## src/rtl/id_issue_pkg.sv

```systemverilog
// Shared CPU parameters for the decode/issue stage: widths, instruction
// field layout, opcode encodings and control-word bit positions.
package id_issue_pkg;

    localparam int WORD_DEF       = 32;
    localparam int OPCODE_LEN_DEF = 4;

    // Instruction layout: [31:28] major, [27:24] sub-op, [23:10] 14-bit
    // immediate/offset, [14:10] rs2, [9:5] rs1, [4:0] rs0 / rd.
    localparam int MAJ_LSB     = 28;
    localparam int SUB_LSB     = 24;
    localparam int IMM_LSB     = 10;
    localparam int IMM_W       = 14;
    localparam int REG_FIELD_W = 5;

    typedef enum logic [3:0] {
        MAJ_NOP    = 4'd0,
        MAJ_ALU    = 4'd1,  // rd = rs1 op rs2
        MAJ_ALUI   = 4'd2,  // rd = rs1 op IMM
        MAJ_LI     = 4'd3,  // rd = IMM
        MAJ_LOAD   = 4'd4,  // rd = mem[rs1 + OFFS]
        MAJ_STORE  = 4'd5,  // mem[rs1 + OFFS] = rs0
        MAJ_BRANCH = 4'd6   // if cmp(rs0, rs1) pc += OFFS
    } major_e;

    // ALU opcode used when the instruction carries no explicit sub-op
    // (address generation, load-immediate); CMP opcode when no compare.
    localparam int ALU_ADD  = 0;
    localparam int CMP_NONE = 0;

    // CTRL_EX bit offsets inside the 4-bit EX field.
    localparam int EX_USE_IMM = 0;  // operand B comes from IMM/OFFS
    localparam int EX_BRANCH  = 1;  // compare result steers the PC
    localparam int EX_ZERO_A  = 2;  // operand A forced to zero
    localparam int EX_ILLEGAL = 3;  // undefined major opcode

    // REG_WB source select and MEM command encodings.
    localparam logic [1:0] WB_NONE   = 2'b00;
    localparam logic [1:0] WB_ALU    = 2'b01;
    localparam logic [1:0] WB_MEM    = 2'b10;
    localparam logic [1:0] MEM_NONE  = 2'b00;
    localparam logic [1:0] MEM_LOAD  = 2'b01;
    localparam logic [1:0] MEM_STORE = 2'b10;

endpackage

```

## src/rtl/id_issue_decode.sv

```systemverilog
// Combinational instruction decoder: opcodes, control word, immediate and
// offset, destination write-enable and source use-mask.
module id_decode
    import id_issue_pkg::*;
#(
    parameter int WORD       = WORD_DEF,
    parameter int OPCODE_LEN = OPCODE_LEN_DEF
) (
    input  logic [WORD-1:0]                       i_inst,
    output logic [OPCODE_LEN-1:0]                 o_alu_op,
    output logic [OPCODE_LEN-1:0]                 o_cmp_op,
    output logic [7:0]                            o_ctrl,
    output logic [WORD-1:0]                       o_imm,
    output logic [WORD-1:0]                       o_offs,
    output logic                                  o_rd_we,
    output logic [2:0]                            o_use,
    output logic [REG_FIELD_W-1:0]                o_rd,
    output logic [2:0][REG_FIELD_W-1:0]           o_rs
);

    logic [3:0]            w_major;
    logic [OPCODE_LEN-1:0] w_sub;
    logic [WORD-1:0]       w_field_ext;
    logic [1:0]            w_wb;
    logic [1:0]            w_mem;
    logic [3:0]            w_ex;

    assign w_major     = i_inst[MAJ_LSB +: 4];
    assign w_sub       = i_inst[SUB_LSB +: OPCODE_LEN];
    assign w_field_ext = {{(WORD-IMM_W){i_inst[IMM_LSB+IMM_W-1]}}, i_inst[IMM_LSB +: IMM_W]};

    assign o_rd    = i_inst[0 +: REG_FIELD_W];
    assign o_rs[0] = i_inst[0 +: REG_FIELD_W];
    assign o_rs[1] = i_inst[REG_FIELD_W +: REG_FIELD_W];
    assign o_rs[2] = i_inst[2*REG_FIELD_W +: REG_FIELD_W];

    assign o_ctrl  = {w_wb, w_mem, w_ex};
    assign o_rd_we = (w_wb != WB_NONE);

    // Major-opcode decode into control fields, constants and use-mask.
    always_comb begin
        // NOTE: every output gets a default before the case so no latch is inferred.
        o_alu_op = OPCODE_LEN'(ALU_ADD);
        o_cmp_op = OPCODE_LEN'(CMP_NONE);
        o_imm    = '0;
        o_offs   = '0;
        o_use    = 3'b000;
        w_wb     = WB_NONE;
        w_mem    = MEM_NONE;
        w_ex     = 4'b0000;
        case (w_major)
            MAJ_NOP: ;
            MAJ_ALU: begin
                o_alu_op = w_sub;
                w_wb     = WB_ALU;
                o_use    = 3'b110;
            end
            MAJ_ALUI: begin
                o_alu_op         = w_sub;
                o_imm            = w_field_ext;
                w_wb             = WB_ALU;
                w_ex[EX_USE_IMM] = 1'b1;
                o_use            = 3'b010;
            end
            MAJ_LI: begin
                o_imm            = w_field_ext;
                w_wb             = WB_ALU;
                w_ex[EX_USE_IMM] = 1'b1;
                w_ex[EX_ZERO_A]  = 1'b1;
            end
            MAJ_LOAD: begin
                o_offs           = w_field_ext;
                w_wb             = WB_MEM;
                w_mem            = MEM_LOAD;
                w_ex[EX_USE_IMM] = 1'b1;
                o_use            = 3'b010;
            end
            MAJ_STORE: begin
                o_offs           = w_field_ext;
                w_mem            = MEM_STORE;
                w_ex[EX_USE_IMM] = 1'b1;
                o_use            = 3'b011;
            end
            MAJ_BRANCH: begin
                o_cmp_op        = w_sub;
                o_offs          = w_field_ext;
                w_ex[EX_BRANCH] = 1'b1;
                o_use           = 3'b011;
            end
            default: w_ex[EX_ILLEGAL] = 1'b1;
        endcase
    end

endmodule

```

## src/rtl/id_issue.sv

```systemverilog
// Decode/issue stage: register file with writeback bypass, per-register
// pending scoreboard, one-entry output register with valid/ready handshake,
// flush, and a saturating hazard-stall counter.
module id_issue
    import id_issue_pkg::*;
#(
    parameter int WORD       = WORD_DEF,
    parameter int REG_NUM    = 32,
    parameter int RD_PORTS   = 3,
    parameter int OPCODE_LEN = OPCODE_LEN_DEF
) (
    input  logic                       clk,
    input  logic                       rst,
    input  logic                       in_valid,
    output logic                       in_ready,
    input  logic [WORD-1:0]            inst,
    input  logic                       wb_en,
    input  logic [$clog2(REG_NUM)-1:0] wb_addr,
    input  logic [WORD-1:0]            wb_data,
    input  logic                       flush,
    output logic                       out_valid,
    input  logic                       out_ready,
    output logic [2*OPCODE_LEN-1:0]    out_opcode,
    output logic [7:0]                 out_ctrl,
    output logic [RD_PORTS*WORD-1:0]   out_src,
    output logic [2*WORD-1:0]          out_const,
    output logic [$clog2(REG_NUM)-1:0] out_rd,
    output logic                       out_rd_we,
    output logic [31:0]                stall_cnt
);

    localparam int REG_LOG = $clog2(REG_NUM);

    // Decoder outputs
    logic [OPCODE_LEN-1:0]         w_alu_op;
    logic [OPCODE_LEN-1:0]         w_cmp_op;
    logic [7:0]                    w_ctrl;
    logic [WORD-1:0]               w_imm;
    logic [WORD-1:0]               w_offs;
    logic                          w_rd_we;
    logic [2:0]                    w_use;
    logic [REG_FIELD_W-1:0]        w_dec_rd;
    logic [2:0][REG_FIELD_W-1:0]   w_dec_rs;

    // Read ports, hazard and handshake
    logic [REG_LOG-1:0]            w_rs [RD_PORTS];
    logic [RD_PORTS-1:0]           w_wb_hit;
    logic [RD_PORTS-1:0]           w_hz;
    logic [RD_PORTS*WORD-1:0]      w_src_flat;
    logic [REG_LOG-1:0]            w_rd;
    logic                          w_hazard;
    logic                          w_accept;
    logic [REG_NUM-1:0]            w_set;
    logic [REG_NUM-1:0]            w_clr;

    // State
    logic [WORD-1:0]               r_rf [REG_NUM];
    logic [REG_NUM-1:0]            r_pend;
    logic                          r_out_valid;
    logic [2*OPCODE_LEN-1:0]       r_out_opcode;
    logic [7:0]                    r_out_ctrl;
    logic [RD_PORTS*WORD-1:0]      r_out_src;
    logic [2*WORD-1:0]             r_out_const;
    logic [REG_LOG-1:0]            r_out_rd;
    logic                          r_out_rd_we;
    logic [31:0]                   r_stall_cnt;

    id_decode #(
        .WORD       (WORD),
        .OPCODE_LEN (OPCODE_LEN)
    ) u_decode (
        .i_inst   (inst),
        .o_alu_op (w_alu_op),
        .o_cmp_op (w_cmp_op),
        .o_ctrl   (w_ctrl),
        .o_imm    (w_imm),
        .o_offs   (w_offs),
        .o_rd_we  (w_rd_we),
        .o_use    (w_use),
        .o_rd     (w_dec_rd),
        .o_rs     (w_dec_rs)
    );

    assign w_rd = w_dec_rd[REG_LOG-1:0];

    // Per-port operand fetch with same-cycle writeback bypass; r0 is hardwired zero.
    for (genvar p = 0; p < RD_PORTS; p++) begin : g_rd
        assign w_rs[p]     = w_dec_rs[p][REG_LOG-1:0];
        assign w_wb_hit[p] = wb_en && (wb_addr == w_rs[p]) && (w_rs[p] != '0);
        assign w_src_flat[p*WORD +: WORD] = (w_rs[p] == '0) ? '0 :
                                            w_wb_hit[p]     ? wb_data :
                                                              r_rf[w_rs[p]];
        // A pending source stalls unless this cycle's writeback resolves it.
        assign w_hz[p] = w_use[p] && r_pend[w_rs[p]] && !w_wb_hit[p];
    end

    assign w_hazard = |w_hz;
    assign in_ready = (!r_out_valid || out_ready) && !w_hazard && !flush && !rst;
    assign w_accept = in_valid && in_ready;

    // Scoreboard set/clear masks; a set from this cycle's accept wins over any clear.
    always_comb begin
        w_set = '0;
        w_clr = '0;
        if (wb_en) begin
            w_clr[wb_addr] = 1'b1;
        end
        if (flush && r_out_valid && r_out_rd_we && (r_out_rd != '0)) begin
            w_clr[r_out_rd] = 1'b1;
        end
        if (w_accept && w_rd_we && (w_rd != '0)) begin
            w_set[w_rd] = 1'b1;
        end
    end

    // Pending-bit scoreboard update.
    always_ff @(posedge clk or posedge rst) begin
        // NOTE: sequential state uses non-blocking assignments so every flop samples pre-edge values.
        if (rst) begin
            r_pend <= '0;
        end else begin
            r_pend <= (r_pend & ~w_clr) | w_set;
        end
    end

    // Register file write port; writes to r0 are dropped.
    always_ff @(posedge clk or posedge rst) begin
        // NOTE: the register file is reset explicitly, so it maps to flops rather than a RAM macro.
        if (rst) begin
            for (int i = 0; i < REG_NUM; i++) begin
                r_rf[i] <= '0;
            end
        end else if (wb_en && (wb_addr != '0)) begin
            r_rf[wb_addr] <= wb_data;
        end
    end

    // Output register: load on accept, hold while stalled downstream, drop on consume or flush.
    always_ff @(posedge clk or posedge rst) begin
        if (rst) begin
            r_out_valid  <= 1'b0;
            r_out_opcode <= '0;
            r_out_ctrl   <= '0;
            r_out_src    <= '0;
            r_out_const  <= '0;
            r_out_rd     <= '0;
            r_out_rd_we  <= 1'b0;
        end else if (w_accept) begin
            r_out_valid  <= 1'b1;
            r_out_opcode <= {w_alu_op, w_cmp_op};
            r_out_ctrl   <= w_ctrl;
            r_out_src    <= w_src_flat;
            r_out_const  <= {w_imm, w_offs};
            r_out_rd     <= w_rd;
            r_out_rd_we  <= w_rd_we;
        end else if (flush || out_ready) begin
            r_out_valid  <= 1'b0;
        end
    end

    // Saturating count of cycles an offered instruction is blocked by a hazard.
    always_ff @(posedge clk or posedge rst) begin
        if (rst) begin
            r_stall_cnt <= '0;
        end else if (in_valid && w_hazard && (r_stall_cnt != 32'hFFFF_FFFF)) begin
            r_stall_cnt <= r_stall_cnt + 32'd1;
        end
    end

    assign out_valid  = r_out_valid;
    assign out_opcode = r_out_opcode;
    assign out_ctrl   = r_out_ctrl;
    assign out_src    = r_out_src;
    assign out_const  = r_out_const;
    assign out_rd     = r_out_rd;
    assign out_rd_we  = r_out_rd_we;
    assign stall_cnt  = r_stall_cnt;

endmodule

```

## config.mk

```make
export PLATFORM = sky130hd
export DESIGN_NAME = id_issue
export DESIGN_NICKNAME = d
export VERILOG_FILES = /design/src/rtl/id_issue_pkg.sv /design/src/rtl/id_issue_decode.sv /design/src/rtl/id_issue.sv
export SDC_FILE = /design/constraint.sdc
export NUM_CORES = 2
export LEC_CHECK = 0
export CORE_ASPECT_RATIO = 0.5
export CORE_MARGIN = 2
export CORE_UTILIZATION = 30
export CTS_BUF_LIST = sky130_fd_sc_hd__clkbuf_16
export DETAILED_ROUTE_END_ITERATION = 16
export SYNTH_ARGS = -nofsm -noshare
export SYNTH_HDL_FRONTEND = slang
export SYNTH_HIERARCHICAL = 1
export SYNTH_SLANG_ARGS = --single-unit
```

## constraint.sdc

```tcl
create_clock -name clk -period 72.3 [get_ports clk]
set_input_delay 14.46 -clock clk [delete_from_list [all_inputs] [get_ports clk]]
set_output_delay 14.46 -clock clk [all_outputs]
set_load 0.02 [all_outputs]
```

==> results.json <==
{
  "grt_overflow": 0,
  "path_clk_slew_ns": 0.06,
  "yosysTopAreaCell": "dfrtp_1",
  "slew_headroom_pct": 6.41,
  "end_kind": "output port",
  "cts_tree": "yes",
  "routedWlPerCell_um": 30.4,
  "grt_start_max_net_pins": 148,
  "syn-num-nets": 5259,
  "status": "complete, no violations",
  "ys.flop_type": "dfrtp_1",
  "start_util_pct": 30.1,
  "path_max_fanout": 52,
  "die_x_um": 708,
  "port_buffers": 290,
  "dieArea_um2": 252000,
  "peakVddDrop_mv": 0.0169,
  "h-tree-depth": 4,
  "worstHoldPathType": "reg2reg",
  "power_mw": 2.27,
  "postRouteWirelength_um": 258000,
  "synth_warnings": 6,
  "synth_area_per_cell_um2": 14.3,
  "cts_max_path_buffers": 4,
  "rsz0062_at_grt": "no",
  "synth-seq-area-share_pct": 42.8,
  "die_h_um": 356,
  "via_per_inst": 5.89,
  "root_buffer": "clkbuf_16",
  "numCtsBuffers": 143,
  "clock-sinks": 1271,
  "synth_cell_types": 66,
  "vias": 49938,
  "cp_slowest_cell": "or4_4",
  "start_kind": "input port",
  "fillers": 23795,
  "cellPowerDensity_nw_per_um2": 26.8,
  "clock.fmax_ghz": 0.0302,
  "synth_enable_flop_cells": 0,
  "cts_setup_buffers": 0,
  "drive_above_1_share_pct": 44.7,
  "path_cells": "buf_8 -> buf_4 -> or4_1 -> nor2_4 -> or4_4 -> and4_4 -> a211o_1 -> buf_4 -> nor2b_1 -> clkdlybuf4s50_1",
  "area_delta_synth_final_pct": 13.6,
  "core_um2": 247000,
  "finalSetupTns_ns": 0,
  "dr.first_iter.drc_count": 5464,
  "firstDrtPassIters": 5,
  "antenna_found_initial": 13,
  "gp_congestion": 0.811,
  "crit_top_cell": "buf_4",
  "antenna_left": 0,
  "nets": 5176,
  "ys_seq_elements": 1271,
  "grt_pass1_wl_um": 373000,
  "syn_area_um2": 74300,
  "worstPathRequired_ns": 57.84,
  "finalHoldViolCount": 0,
  "path_class": "in2out",
  "synthDominantCellAreaShare_pct": 42.8,
  "setup_viol": 0,
  "drc_errors": 0,
  "slew_viol_final": 0,
  "arrival_ns": 18.61,
  "cp_slowest_stage_delay_ns": 0.85,
  "ys_top_cells_by_area": "dfrtp_1 (43%), mux4_2 (27%), mux2_2 (15%)",
  "ios": 291,
  "async_flop_share_pct": 100,
  "rows": 129,
  "multi_input_area_um2": 40000,
  "seq_area_um2": 31800,
  "grt_pass1_vias": 50079,
  "hold_buffers": 0,
  "worst_slew_pin_slew_ns": 1.40,
  "cts-resized-gates": 0,
  "leakagePower_nw": 35.0,
  "track_usage_pct": 20.2,
  "fin_crit_sh_pct": 45.7,
  "synthCells": 5183,
  "maxCapViolations": 0,
  "clk_latency_ns": 0.83,
  "dpl.hpwl_um": 146000,
  "fin_crit_ns": 33.07,
  "skew_ns": 0.0981
}
layout by cell type (no fill, tap or decap), types with 9 or more instances in the layout:
master	count
clkinv_2	22
nand2_4	16
nor2_1	26
nand4_1	22
mux4_2	906
nor3_1	11
o211ai_1	24
o21ai_0	135
nand2_1	463
clkdlybuf4s50_1	275
a22oi_1	16
inv_1	29
mux2_2	1009
clkbuf_16	148
nand3b_1	16
o31ai_1	64
and3_1	35
dfrtp_1	1271
nand3_1	80
o221ai_1	21
a21oi_1	57
xnor2_1	41
buf_12	9
bufinv_16	14
nor3b_2	12
a221oi_1	23
nor3b_1	9
clkinv_1	27
nor2_4	18
buf_4	115
mux2i_1	163
cell type report:
| type | instances | share of cell area, % |
|---|---|---|
| inverter | 9 | 0.0489 |
| tap | 3275 | 4.85 |
| clock buffer | 148 | 4.38 |
| timing repair buffer | 410 | 4.67 |
| antenna | 3 | 0.00889 |
| clock inverter | 98 | 0.979 |
| sequential | 1271 | 37.7 |
| multi-input combinational | 3265 | 47.4 |
cells by family after synthesis:
| family | count (synthesis) | share of synthesized area (%) |
|---|---|---|
| and+or+nand+nor | 752 | 4.61 |
| muxes | 2078 | 44.9 |
| xor gates and xnor gates | 48 | 0.565 |
| adders and majority gates | 1 | 0.0168 |
| AOI/OAI and AO/OA | 386 | 3.35 |
| DFF | 1271 | 42.8 |
| buffers and inverters | 647 | 3.75 |
power by group:
group          internal (mW)  total (mW)  switching [mW]  leakage [nW]
Clock                  0.420       0.736           0.316          2.30
Combinational          0.327       0.568           0.241          16.2
Sequential             0.842       0.962           0.120          16.5
layer usage:
layer  up-vias  track usage [%]  part of all wire, %
met3       531             4.50                  9.1
met2      2406             31.2                   46
met1     27078             27.8                   41
met5         -                0                0.031
li1      19911                -                    -
met4        12             7.60                  4.1
state kept, by name, indices dropped and copies added, names as in the netlist:
signal / cells
out_opcode: 8
out_valid: 1
r_rf: 1024
out_ctrl: 8
out_const: 64
out_rd: 5
out_rd_we: 1
out_src: 96
r_pend: 32
stall_cnt: 32
synth_stat cells, types with 3 or more instances:
library cell and number:
nor3b_2 9, o21ai_1 8, nand3_1 80, clkbuf_1 393
or3b_2 3, or4_1 4, nor2_1 44, nor3b_1 12
nand2_1 479, o221ai_1 21, buf_6 6, dfrtp_1 1271
mux4_2 906, buf_1 118, mux2i_1 163, a221oi_1 23
a211oi_1 5, nand4_1 22, a21o_1 5, nor3_1 12
nand3b_1 16, o211ai_1 24, xor2_1 7, and2_1 6
a22oi_1 16, mux2_2 1009, o21ai_0 135, and3_1 35
a31oi_1 6, o31ai_1 64, or3_1 6, buf_2 58
inv_1 8, a21oi_1 57, nor4_1 3, o21ai_2 8
o2111ai_1 4, xnor2_1 41, nor2b_1 4, or2_2 3
buf_4 62
per-stage QoR:
stage | hold WS, ns | instances | worst slack, ns | area, um^2 | util, %
finish | 0.418 | 8479 | 39.23 | 84500 | 34.2
CTS | 0.416 | 8476 | 39.19 | 84500 | 34.2
floorplan | 0.458 | 5183 | 22.02 | 74300 | -
global route | 0.432 | 8477 | 39.01 | 84500 | 34.2
global placement | 0.396 | 8230 | 39.20 | 79900 | 32.4
detailed placement | 0.402 | 8230 | 39.19 | 79900 | 32.4
critical path: cells and delay by family:
kind                   cells  cell delay (ns)
buffers and inverters      4             2.02
AND/OR/NAND/NOR            5             1.67
AO/OA/AOI/OAI              1             0.30
path summary, 6_finish.rpt:
check,depth (start not counted),slack (ns),start,endpoint
min in group asynchronous,2,14.30,rst,out_const[57]
worst max register to register,10,66.86,r_pend[7],out_src[46]
worst max-delay path,10,39.23,inst[0],in_ready
worst min-delay path,0,0.42,r_rf[1011],r_rf[1011]
worst min register to register,0,0.42,r_rf[1011],r_rf[1011]
max in group asynchronous,6,54.02,rst,r_rf[700]
Power figures use the tool's default switching activity.
